$ cat src/rtl/spi_byte_engine.sv
// rtl/spi_byte_engine.sv - Mode-0 SPI byte transceiver below the flash command controller
module spi_byte_engine #(
  parameter int CLK_DIV  = 4,
  parameter int CS_SETUP = 2,
  parameter int CS_HOLD  = 2
) (
  input  logic       sclk,
  input  logic       srst,
  input  logic       tx_valid,
  input  logic [7:0] tx_data,
  input  logic       tx_last,
  output logic       tx_ready,
  output logic       rx_valid,
  output logic [7:0] rx_data,
  output logic       busy,
  output logic       spi_clk,
  output logic       spi_cs,
  output logic       spi_do,
  input  logic       spi_di
);

  localparam int MAX_A = (CLK_DIV > CS_SETUP) ? CLK_DIV : CS_SETUP;
  localparam int MAX_N = (MAX_A > CS_HOLD) ? MAX_A : CS_HOLD;
  localparam int CW    = $clog2(MAX_N) + 1;

  typedef enum logic [2:0] {
    IDLE  = 3'd0,
    SETUP = 3'd1,
    LOW   = 3'd2,
    HIGH  = 3'd3,
    WAIT  = 3'd4,
    HOLD  = 3'd5,
    GAP   = 3'd6
  } state_t;

  state_t        state;
  state_t        state_n;
  logic [CW-1:0] cnt;
  logic [2:0]    bit_cnt;
  logic [2:0]    bit_nxt;
  logic [7:0]    tx_sh;
  logic [7:0]    rx_sh;
  logic          last_q;
  logic          accept;
  logic          cnt_done;

  assign accept   = tx_valid && tx_ready;
  assign cnt_done = (cnt == '0);
  assign bit_nxt  = bit_cnt - 3'd1;

  // Next-state and decoded outputs; tx_ready is held low while reset is asserted
  always_comb begin
    state_n  = state;
    tx_ready = 1'b0;
    spi_clk  = 1'b0;
    spi_cs   = 1'b0;
    busy     = 1'b1;
    case (state)
      IDLE: begin
        spi_cs   = 1'b1;
        busy     = 1'b0;
        tx_ready = !srst;
        if (tx_valid && !srst) state_n = SETUP;
      end
      SETUP: begin
        if (cnt_done) state_n = LOW;
      end
      LOW: begin
        if (cnt_done) state_n = HIGH;
      end
      HIGH: begin
        spi_clk = 1'b1;
        if (cnt_done) begin
          if (bit_cnt != 3'd0) state_n = LOW;
          else if (last_q)     state_n = HOLD;
          else                 state_n = WAIT;
        end
      end
      WAIT: begin
        tx_ready = !srst;
        if (tx_valid && !srst) state_n = LOW;
      end
      HOLD: begin
        if (cnt_done) state_n = GAP;
      end
      GAP: begin
        spi_cs  = 1'b1;
        busy    = 1'b0;
        state_n = IDLE;
      end
      default: begin
        state_n = IDLE;
      end
    endcase
  end

  // State register, phase counter and shift datapath
  always_ff @(posedge sclk) begin
    if (srst) begin
      state    <= IDLE;
      cnt      <= '0;
      bit_cnt  <= 3'd7;
      tx_sh    <= 8'h00;
      rx_sh    <= 8'h00;
      last_q   <= 1'b0;
      rx_valid <= 1'b0;
      rx_data  <= 8'h00;
      spi_do   <= 1'b0;
    end else begin
      state    <= state_n;
      rx_valid <= 1'b0;

      // each timed state loads its length on entry and counts down to zero
      if (state_n != state) begin
        case (state_n)
          SETUP:    cnt <= CW'(CS_SETUP - 1);
          LOW:      cnt <= CW'(CLK_DIV - 1);
          HIGH:     cnt <= CW'(CLK_DIV - 1);
          HOLD:     cnt <= CW'(CS_HOLD - 1);
          default:  cnt <= '0;
        endcase
      end else if (!cnt_done) begin
        cnt <= cnt - 1'b1;
      end

      if (accept) begin
        tx_sh   <= tx_data;
        last_q  <= tx_last;
        bit_cnt <= 3'd7;
        spi_do  <= tx_data[7];
      end

      // falling spi_clk edge: advance to the next bit to drive
      if (state == HIGH && state_n == LOW) begin
        bit_cnt <= bit_nxt;
        spi_do  <= tx_sh[bit_nxt];
      end

      // rising spi_clk edge: capture MISO
      if (state == LOW && state_n == HIGH) begin
        rx_sh <= {rx_sh[6:0], spi_di};
      end

      if (state == HIGH && cnt_done && bit_cnt == 3'd0) begin
        rx_data  <= rx_sh;
        rx_valid <= 1'b1;
      end
    end
  end

endmodule
$ cat config.mk
export PLATFORM = sky130hd
export DESIGN_NAME = spi_byte_engine
export DESIGN_NICKNAME = d
export VERILOG_FILES = /design/src/rtl/spi_byte_engine.sv
export SDC_FILE = /design/constraint.sdc
export NUM_CORES = 1
export LEC_CHECK = 0
export ABC_AREA = 1
export BUFFER_PORTS_ARGS = -buffer_cell sky130_fd_sc_hd__buf_2
export CELL_PAD_IN_SITES_DETAIL_PLACEMENT = 2
export CELL_PAD_IN_SITES_GLOBAL_PLACEMENT = 2
export CORE_UTILIZATION = 33
export DETAILED_ROUTE_END_ITERATION = 10
export GPL_TIMING_DRIVEN = 0
export PLACE_DENSITY = 0.83
export SLEW_MARGIN = 30
export SYNTH_ARGS = -nofsm -noshare
export SYNTH_HDL_FRONTEND = slang
export SYNTH_SLANG_ARGS = --single-unit
$ cat constraint.sdc
create_clock -name sclk -period 3.17 [get_ports sclk]
set_input_delay 0.1585 -clock sclk [delete_from_list [all_inputs] [get_ports sclk]]
set_output_delay 0.1585 -clock sclk [all_outputs]
set_load 0.05 [all_outputs]
Word-level counts from Yosys, hierarchy flattened
Cells that the tools add are included.

cells by class
  reductions and logical operators = 16
  equality and inequality tests = 12
  mux-type cells = 23
  add/subtract/negate cells = 2
  magnitude comparators = 1

operators with widths
  kind                                                        number
  two-way mux 3 bit                                           11
  one-hot mux 3 bit (6 select lines)                          1
  equality test 3 x 2 -> 1 bit, second input constant         4
  equality test 3 bit, second input constant                  4
  zero test 3 bit                                             3
  two-way mux 1 bit                                           9
  OR reduction 2 bit                                          4
  equality test 3 x 1 -> 1 bit, second input constant         2
  logical AND 1 bit                                           6
  subtractor 3 x 1 -> 3 bit, second input constant            2
  less-than comparator 3 x 4 -> 1 bit, second input constant  1
  one-hot mux 2 bit (2 select lines)                          1
  binary-select mux 1 bit (select 3 bit)                      1
  != test 3 bit                                               1
  nonzero test 3 bit                                          1
  != test 2 x 1 -> 1 bit, second input constant               1
  nonzero test 2 bit                                          1
  zero test 1 bit                                             1

storage, ports and cells
  bits in registers = 36
  input bits = 13
  word-level logic and storage cells = 63
  output and inout bits = 14

Longest topological paths before layout
Gate-level depths: netlist (run 1).

  depth after elaboration = 8
  gate-level depth with buffers = 17
  gate-level depth less buffers = 16

Worst setup path before layout (run 1)
Ideal clock, no wire load.

  kind = register to output
  start point = reg state[2]
  end point = out busy
  slack = 787 ps
  cell stages (with the launch flop) = 5
  arrival time = 2225 ps
  required time = 3012 ps
  cell sequence = dfxtp_1 > inv_1 > nor2_1 > nor3_1 > inv_1

between the ends
  cells in the longest elaborated chain, start to end = 3

ends and longest elaborated chain
  element                                                        line  RTL
  from (decl)                                                    36    state_t state;
  from (signal assigned)                                         110   state <= state_n;
  equality test 3 bit / zero test 3 bit (equally long branches)  58    case (state)
  OR reduction 2 bit (no line) *                                 -
  two-way mux 1 bit *                                            58
  to (decl)                                                      15    output logic busy,

Mark *: on every way between the ends. The rest lies on a longest branch, timed or not.

Final worst setup path (run 1)
  start point = reg bit_cnt[0]
  end point = reg cnt[0]

between the ends
  cells in the longest elaborated chain, start to end = 8

ends and longest elaborated chain
  element                                      line  RTL
  from (decl)                                  39    logic [2:0] bit_cnt;
  from (signal assigned)                       135   bit_cnt <= bit_nxt;
  nonzero test 3 bit *                         74    if (bit_cnt != 3'd0) state_n = LOW;
  two-way mux 3 bit *                          74
  two-way mux 3 bit *                          73    if (cnt_done) begin
  one-hot mux 3 bit (6 select lines) *         58
  equality test 3 bit (tied with other cells)  115   case (state_n)
  OR reduction 2 bit (no line)                 -
  one-hot mux 2 bit (2 select lines)           115
  two-way mux 3 bit                            114   if (state_n != state) begin
  to (signal assigned)                         116   SETUP: cnt <= CW'(CS_SETUP - 1);
  to (signal assigned)                         117   LOW: cnt <= CW'(CLK_DIV - 1);
  to (signal assigned)                         118   HIGH: cnt <= CW'(CLK_DIV - 1);
  to (decl)                                    38    logic [CW-1:0] cnt;

Marks and branches as above.
A chain may end at the register's enable or synchronous reset.

==> results.toml, run 1 <==
[status]
outcome = "completed"

[place]
io_buffers = 25
gp_congestion = 0.8239
dpl_cell_area_um2 = 1876
dp_hpwl_mm = 3.434

[finish]
fin_area_um2 = 2002
nNetsFinal = 286
drive_gt1_share_pct = 17.78
diodes = 0
syn2layout_area_growth_pct = 20.12
fill_cells = 608
final_util_pct = 41.83

[sta]
timing.hold.ws_ns = 0.06293
finalSetupTns_ns = 0
hold_viol = 0
setup_violations = 0
maxSlewHeadroom_pct = 72.39
period_share_pct = 63.91
grt_setup_unrepaired = "no"
skew_ns = 0.006113
period_needed_ns = 2.026
worstMarginPinSlew_ns = 0.4141
fmax_mhz = 493.6
slew_viol_final = 0

[global_routing]
grt_max_degree = 12
grtUsageTotal_pct = 18.91
antenna_found_initial = 0
grt_pass1_vias = 1605
grt_pass1_wl_mm = 7.527
grt_overflow = 0

[synth]
synth-seq-area-share_pct = 43.24
synthCells = 237
yosysMostFrequentCell = "nor2_1"
synthTopCellsByArea = "dfxtp_1, nor2_1, nand2_1, o21ai_0, inv_1"
synth_common_cells = "nor2_1, nand2_1, dfxtp_1"
yosysTopAreaCell = "dfxtp_1"
async_flop_share_pct = 0
ys_ff_latch = 36
synth_fp_nets = 254
synth.avg_cell_area_um2 = 7.032
syn_area_um2 = 1667
yosys_most_used_dff = "dfxtp_1"
ys_warn_count = 0
synth_cell_types = 24
synth_top_area_share_pct = 43.24
synth_edf_count = 0

[clock_tree]
insertion_delay_ns = 0.29
cts_max_level = 2
cts_max_path_buffers = 2
cts_root_buf = "clkbuf_8"
cts.sinks = 36
cts_tree = "built"
path_clk_slew_ns = 0.08
cts_resized = 0
post_cts_buffers = 0
numCtsBuffers = 5
hold_buffers = 0

[setup_path]
worst-path-buf-inv = 5
crit_fanout = 10
crit_path_max_incr_delay_ns = 0.33
path_cells = "clkbuf_1 -> inv_1 -> ha_1 -> inv_1 -> nor2_1 -> nand2_1 -> nand2_1 -> nand2_1 -> nand2_1 -> nand2_2 -> inv_1 -> nand2_1 -> nand2_1 -> inv_1 -> nand2_1 -> nand2_1 -> nor2_1"
cp-end-kind = "flop"
r2r_cells = 17
critical_path.slowest_cell = "clkbuf_1"
critPathArrivalTime_ns = 2.22
cp_common_cell = "nand2_1"
crit_type = "reg -> reg"
crit_required_ns = 3.36
rrSetupSlack_ns = 1.14
critical_path.top_delay_family = "simple AND/OR/NAND/NOR gates"
r2r-end = "cnt[0]"
startpoint_type = "flop"
worstReg2RegStart = "bit_cnt[0]"

[floorplanning]
die_area_um2 = 5338
rows = 25
die_w_um = 73.07
die-height_um = 73.07
start_util_pct = 34.82
coreArea_um2 = 4786
ios = 27

[power]
switchingPower_mw = 0.4752
cellPowerDensity_nw_per_um2 = 688.7
p_comb_share_pct = 29.0
ir_worst_vdd_uv = 222.4
p_clk_share_pct = 32.4
power.leakage_nw = 0.9578
pwr-share-seq_pct = 38.6
p_int_mw = 0.9035
p_sw_share_pct = 34.47

[detailed_routing]
first_iter_violations = 26
first_pass_iters = 4
wl_mm = 4.524
vias = 1604
ant_nets = 0
wl_per_cell_um = 13.42
remaining_drc_errors = 0
avgViaCountPerCell = 4.760

[min_path]
hold_end = "tx_sh[5]"
hold_path.class = "in -> reg"
hp-start = "tx_data[5]"
min_path_cells = 3

[flow_run]
cap_violations = 0
## power groups by stage
stage	registers [mW]	logic, mW	clock network [mW]
6_report	0.532	0.400	0.447
5_1_grt	0.538	0.461	0.479
4_1_cts	0.533	0.410	0.460
3_5_place_dp	0.544	0.407	0
3_3_place_gp	0.541	0.387	0
2_1_floorplan	0.537	0.304	0
## layout by cell type, fill, tap and decap left out, types with 2 or more instances in the layout
cell / instances
buf_2: 27
dfxtp_1: 36
nor3_1: 2
nor2_4: 2
clkbuf_1: 3
nand2_1: 45
inv_1: 26
nand2_2: 5
ha_1: 4
o21ai_0: 31
xor2_1: 2
nand3_1: 9
clkbuf_8: 8
nor2_1: 48
a21oi_1: 12
## tightest hold or removal path: cells and delay by family
kind                   cells  cell delay, ns
buffers and inverters      1            0.07
and+or+nand+nor            2            0.09
## state kept, by name (all words and copies together), names as in the netlist
name,flops
bit_cnt,3
cnt,3
last_q,1
rx_data,8
rx_sh,8
rx_valid,1
spi_do,1
state,3
tx_sh,8
## per-stage QoR
step	worst slack, ns	power, mW	std cells
2_1_floorplan	0.7867	0.8413	237
3_3_place_gp	1.223	0.9279	329
3_5_place_dp	1.109	0.9514	329
4_1_cts	1.084	1.404	337
5_1_grt	0.8511	1.478	337
6_report	1.144	1.379	337
## worst max-delay path by stage
stage | start | end | slack, ns | cells past startpoint
after floorplan | state[2] | busy | 0.79 | 4
after global placement | bit_cnt[0] | cnt[0] | 1.22 | 17
after detailed placement | bit_cnt[0] | cnt[0] | 1.11 | 17
after CTS | bit_cnt[0] | cnt[0] | 1.08 | 17
after global routing | bit_cnt[0] | cnt[0] | 0.85 | 17
final | bit_cnt[0] | cnt[0] | 1.14 | 17
## metal layers
metal,GRT usage (%),vias to the layer above,wire (um),part of all wire (%)
met3,4.144,5,112,2.5
met2,31.89,23,2296,51
met5,0,-,0,0
li1,-,804,-,-
met4,7.190,0,64,1.4
met1,23.46,772,2050,45
## cell families (layout without fill, tap and decap cells)
logic type | Yosys count | in the layout | synth area share [%]
flip-flops | 36 | 36 | 43.24
XOR/XNOR | 3 | 3 | 1.577
AND/OR/NAND/NOR | 114 | 114 | 29.20
AO/OA/AOI/OAI | 46 | 46 | 14.34
buffers and inverters | 34 | 67 | 8.633
adder cells (fa/ha/maj) | 4 | 4 | 3.003
## area by class of cell
class	instances	area [um2]	area share (%)
buffer	7	42.54	2.125
multi-input combinational	167	802.0	40.06
sequential	36	720.7	36.00
clock buffer	7	96.34	4.812
timing repair buffer	25	125.1	6.250
inverter	27	101.3	5.062
tap	67	83.83	4.188
clock inverter	1	30.03	1.500
Power figures use the tool's default switching activity.
==> inputs of run 2 (changes only) <==
--- a/config.mk
+++ b/config.mk
@@ -9,10 +9,10 @@
 export BUFFER_PORTS_ARGS = -buffer_cell sky130_fd_sc_hd__buf_2
 export CELL_PAD_IN_SITES_DETAIL_PLACEMENT = 2
 export CELL_PAD_IN_SITES_GLOBAL_PLACEMENT = 2
-export CORE_UTILIZATION = 33
+export CORE_UTILIZATION = 27
 export DETAILED_ROUTE_END_ITERATION = 10
 export GPL_TIMING_DRIVEN = 0
-export PLACE_DENSITY = 0.83
+export PLACE_DENSITY = 0.73
 export SLEW_MARGIN = 30
 export SYNTH_ARGS = -nofsm -noshare
 export SYNTH_HDL_FRONTEND = slang
==> constraint.sdc (replaced) <==
create_clock -name sclk -period 1.8 [get_ports sclk]
set_input_delay 0.09 -clock sclk [delete_from_list [all_inputs] [get_ports sclk]]
set_output_delay 0.09 -clock sclk [all_outputs]
set_load 0.05 [all_outputs]
==> run 2 against run 1 <==
Via count increased by 1.5%; combinational power grew 120%; cell count increased by 5.0%; critical path depth shrank 2; clock power rose by 59%; sequential power is 79% higher; sequential share of layout area down 2.3 points; setup slack worse by 1.0 ns; clock skew is 0.0026 ns lower; first-iteration DRC count fell by 15%; clock-buffer cell count is 2 lower; die area increased by 22%.
==> results.toml, run 2 (same netlist as run 1, synthesis figures left out) <==
[status]
outcome = "completed"

[power]
switchingPower_mw = 0.9211
ir_worst_vdd_uv = 405.2
p_int_mw = 1.610
report.power.total_mw = 2.531
p_comb_share_pct = 34.4
cellPowerDensity_nw_per_um2 = 1173
power.leakage_nw = 0.9833
p_sw_share_pct = 36.39
p_clk_share_pct = 28.1
pwr-share-seq_pct = 37.5

[setup_path]
worst-path-buf-inv = 2
cp_common_cell = "nand2_1"
worstReg2RegStart = "cnt[1]"
crit_type = "reg -> reg"
crit_path_max_incr_delay_ns = 0.33
startpoint_type = "flop"
critPathArrivalTime_ns = 1.87
r2r-end = "cnt[1]"
crit_fanout = 5
rrSetupSlack_ns = 0.11
crit_required_ns = 1.99
cp-end-kind = "flop"
r2r_cells = 15
critical_path.slowest_cell = "dfxtp_2"
path_cells = "inv_2 -> ha_4 -> inv_2 -> nor2_4 -> nand2_1 -> nand2_1 -> nand2_1 -> nand2_2 -> nand2_4 -> nand2_1 -> nand2_1 -> nand2_2 -> nand2_1 -> nand2_1 -> nor2_1"
critical_path.top_delay_family = "simple AND/OR/NAND/NOR gates"

[sta]
worstMarginPinSlew_ns = 0.4053
setup_violations = 0
fmax_mhz = 592.6
maxSlewHeadroom_pct = 72.98
layout_setup_ws_ns = 0.1125
period_share_pct = 93.75
slew_viol_final = 0
skew_ns = 0.003525
period_needed_ns = 1.688
hold_viol = 0

[finish]
diodes = 0
drive_gt1_share_pct = 27.60
fill_cells = 718
fin_area_um2 = 2158
nNetsFinal = 295
mostFrequentLayoutCells = "nor2_1, nand2_1, dfxtp_1"
multi_input_area_um2 = 870.8
final_util_pct = 36.45
final_common_cell = "nor2_1"
ff_latch_area_um2 = 728.2
reg_top3 = "rx_data x8, rx_sh x8, tx_sh x8"
syn2layout_area_growth_pct = 29.50

[detailed_routing]
remaining_drc_errors = 0
avgViaCountPerCell = 4.599
ant_nets = 0
first_iter_violations = 22
wl_mm = 4.756
vias = 1628
wl_per_cell_um = 13.44
first_pass_iters = 4

[floorplanning]
die_area_um2 = 6491
rows = 28
die-height_um = 80.57
die_w_um = 80.57
ios = 27
start_util_pct = 28.15
coreArea_um2 = 5921

[clock_tree]
numCtsBuffers = 5
path_clk_slew_ns = 0.08
cts.sinks = 36
cts_max_path_buffers = 2
cts_root_buf = "clkbuf_8"
insertion_delay_ns = 0.28
cts_max_level = 2
cts_tree = "built"

[global_routing]
grtUsageMet3_pct = 3.182
grt_max_degree = 13
grt_pass1_vias = 1621
use_met1_pct = 18.72
top_usage_layer = "met2"
grtUsageTotal_pct = 15.45
grt_use_met2_pct = 27.29
grt_overflow = 0
antenna_found_initial = 0
grt_pass1_wl_mm = 7.590

[min_path]
hp-start = "spi_di"
hold_path.class = "in -> reg"
hold_end = "rx_sh[0]"
min_path_cells = 3

[place]
dp_hpwl_mm = 3.388
dpl_cell_area_um2 = 1891
gp_congestion = 0.8100
io_buffers = 25
pre_cts_slack_ns = -0.1743

[flow_run]
cap_violations = 0
[run 2: cell types whose count changed in the layout (fill, tap and decap cells not counted), moves of 3 or more]
| cell | before | now |
|---|---|---|
| dfxtp_2 | 0 | 3 |
| inv_2 | 1 | 7 |
| nor2_4 | 2 | 5 |
| nor2_1 | 48 | 43 |
| dlygate4sd3_1 | 0 | 4 |
| nand2_1 | 45 | 41 |
| inv_1 | 26 | 19 |
| buf_4 | 1 | 7 |
| dfxtp_1 | 36 | 32 |
| o21ai_0 | 31 | 28 |
[run 2: final cells by class]
type / count / area share, %
Timing Repair Buffer: 35 / 9.739
Multi-Input combinational cell: 167 / 40.35
Clock inverter: 3 / 1.971
Buffer: 6 / 1.797
Sequential cell: 36 / 33.74
Inverter: 27 / 4.870
Tap cell: 75 / 4.348
Clock buffer: 5 / 3.188
[run 2: stage by stage]
step           hold slack [ns]   TNS, ns  instances
2_1_floorplan           0.2005         0        237
3_3_place_gp            0.2886   -0.9769        337
3_5_place_dp            0.2924    -1.814        337
4_1_cts                0.05142         0        348
5_1_grt                0.07070  -0.01944        354
6_report               0.05952         0        354
[run 2: power by group through the flow]
stage	registers (mW)	clock network (mW)	logic, mW
6_report	0.950	0.711	0.870
5_1_grt	0.962	0.773	0.979
4_1_cts	0.946	0.742	0.757
3_5_place_dp	0.957	0	0.721
3_3_place_gp	0.954	0	0.688
2_1_floorplan	0.947	0	0.538
[run 2: what timing repair did]
action,CTS,global route
endpoints found under the hold margin,4,0
gates resized for setup,7,25
endpoints found under the setup margin,23,17
buffers inserted,0,6
pin swaps,0,9
hold buffers,4,0
[run 2: worst max path at each step]
stage               start          to  slack [ns]  depth (start not counted)
2_1_floorplan    state[2]        busy        0.06                          4
3_3_place_gp   bit_cnt[0]      cnt[0]       -0.15                         17
3_5_place_dp   bit_cnt[0]      cnt[0]       -0.17                         17
4_1_cts            cnt[0]  bit_cnt[1]        0.01                         11
5_1_grt          state[1]      cnt[0]       -0.01                         11
6_report           cnt[1]      cnt[1]        0.11                         15
[run 2: worst min-delay path, stage by stage]
cell and delay [ns]:
buf_2 0.07, o21ai_0 0.07, nor2_1 0.08
[run 2: per-layer routing]
layer / part of all wire (%) / up-vias / wire (um)
li1: - / 830 / -
met1: 45 / 775 / 2157
met2: 51 / 19 / 2440
met3: 2.5 / 4 / 118
met4: 0.84 / 0 / 40
met5: 0 / - / 0
==> inputs of run 3 (changes only) <==
--- a/config.mk
+++ b/config.mk
@@ -13,6 +13,7 @@
 export DETAILED_ROUTE_END_ITERATION = 10
 export GPL_TIMING_DRIVEN = 0
 export PLACE_DENSITY = 0.73
+export RECOVER_POWER = 50
 export SLEW_MARGIN = 30
 export SYNTH_ARGS = -nofsm -noshare
 export SYNTH_HDL_FRONTEND = slang
==> run 3 against run 2 <==
Critical path depth stayed put; non-clock buffer count stayed put; power about the same; sequential power barely moved; sequential share of layout area grew 0.28 points; global-route usage unchanged; register-to-register slack about the same; setup slack barely moved; cell count is the same; combinational power about the same; clock skew is 0.0014 ns lower; critical path type unchanged; highest routed layer unchanged.
==> results.toml, run 3 (same netlist as run 1, synthesis figures left out) <==
[power]
ir_worst_vdd_uv = 405.2
report.power.total_mw = 2.531
p_sw_share_pct = 36.48
p_int_mw = 1.608
pwr-share-seq_pct = 37.5
p_clk_share_pct = 28.2
cellPowerDensity_nw_per_um2 = 1182
p_comb_share_pct = 34.3
power.leakage_nw = 0.9320
switchingPower_mw = 0.9234

[place]
io_buffers = 25
dp_hpwl_mm = 3.388
pre_cts_slack_ns = -0.1743
dpl_cell_area_um2 = 1891
gp_congestion = 0.8100
placed_cells = 337

[floorplanning]
rows = 28
die_area_um2 = 6491
start_util_pct = 28.15
ios = 27
die_w_um = 80.57
coreArea_um2 = 5921
die-height_um = 80.57

[setup_path]
startpoint_type = "flop"
setup.worst_path.start = "cnt[1]"
crit_fanout = 5
crit_type = "reg -> reg"
critPathArrivalTime_ns = 1.87
crit_required_ns = 1.99
cp-end-kind = "flop"
worstReg2RegStart = "cnt[1]"

[clock_tree]
path_clk_slew_ns = 0.08
cts.sinks = 36
cts_root_buf = "clkbuf_8"
cts_tree = "built"
numCtsBuffers = 5
cts_max_path_buffers = 2
insertion_delay_ns = 0.28
cts_max_level = 2

[global_routing]
grtUsageTotal_pct = 15.45
antenna_found_initial = 0
grt_max_degree = 13
grt_pass1_wl_mm = 7.590
grt_pass1_vias = 1621
grt_overflow = 0

[detailed_routing]
first_pass_iters = 4
ant_nets = 0
first_iter_violations = 23
wl_mm = 4.765
remaining_drc_errors = 0
wl_per_cell_um = 13.46
vias = 1626
avgViaCountPerCell = 4.593

[flow_run]
cap_violations = 0

[finish]
diodes = 0
fin_area_um2 = 2141
reg_top3 = "rx_data x8, rx_sh x8, tx_sh x8"
final_util_pct = 36.16
final_common_cell = "nor2_1"
drive_gt1_share_pct = 22.94
mostFrequentLayoutCells = "nor2_1, nand2_1, dfxtp_1"
nNetsFinal = 295
multi_input_area_um2 = 868.3
fill_cells = 722
syn2layout_area_growth_pct = 28.45
ff_latch_area_um2 = 728.2
instances_no_fill = 354

[sta]
slew_viol_final = 0
skew_ns = 0.002150
period_share_pct = 93.76
layout_setup_ws_ns = 0.1124
period_needed_ns = 1.688
setup_violations = 0
hold_viol = 0
maxSlewHeadroom_pct = 60.32
worstMarginPinSlew_ns = 0.5978
fmax_mhz = 592.5

[min_path]
hp-start = "spi_di"
hold_path.class = "in -> reg"

[status]
outcome = "completed"
## run 3: critical path, cell delays in order (launching register included)
cell     delay, ns
dfxtp_2       0.33
inv_2         0.07
ha_4          0.16
inv_2         0.05
nor2_4        0.16
nand2_1       0.09
nand2_1       0.06
nand2_1       0.07
nand2_2       0.12
nand2_4       0.08
nand2_1       0.06
nand2_1       0.07
nand2_2       0.11
nand2_1       0.06
nand2_1       0.06
nor2_1        0.04
## run 3: repair_timing
action / in CTS / in global routing
gates resized for setup: 7 / 25
pin swaps: 0 / 9
setup buffers: 0 / 6
hold endpoints to repair: 4 / 0
setup endpoints to repair: 23 / 17
hold buffers: 4 / 0
## run 3: path summary, 6_finish.rpt
check	slack, ns	endpoint	cells past startpoint
min	0.06	rx_sh[0]	3
min reg2reg	0.45	tx_sh[4]	2
max	0.11	cnt[1]	15
max reg2reg	0.11	cnt[1]	15
## run 3: power by group through the flow
stage               registers [mW]  clock network (mW)  logic [mW]
global placement             0.954                   0       0.688
finish                       0.950               0.713       0.868
CTS                          0.946               0.742       0.757
detailed placement           0.957                   0       0.721
global route                 0.962               0.773       0.977
floorplan                    0.947                   0       0.538
## run 3: layout make-up
cell class,instances,share of cell area [%]
flip-flops and latches,36,34.02
clock buffers,5,3.214
well taps,75,4.383
plain buffers,6,1.812
inverters,27,4.909
repair buffers,35,9.117
clock inverters,3,1.987
multi-input cells,167,40.56
## run 3: routing by layer
layer / wire length (um) / GRT usage, % / up-vias
met1: 2165 / 18.72 / 774
met2: 2441 / 27.29 / 19
met5: 0 / 0 / -
met3: 118 / 3.182 / 4
met4: 40 / 4.286 / 0
li1: - / - / 829
## run 3: metrics by stage
step / setup TNS, ns / hold slack, ns
global route: -0.01944 / 0.07070
finish: 0 / 0.05952
floorplan: 0 / 0.2005
global placement: -0.9769 / 0.2886
CTS: 0 / 0.05142
detailed placement: -1.814 / 0.2924
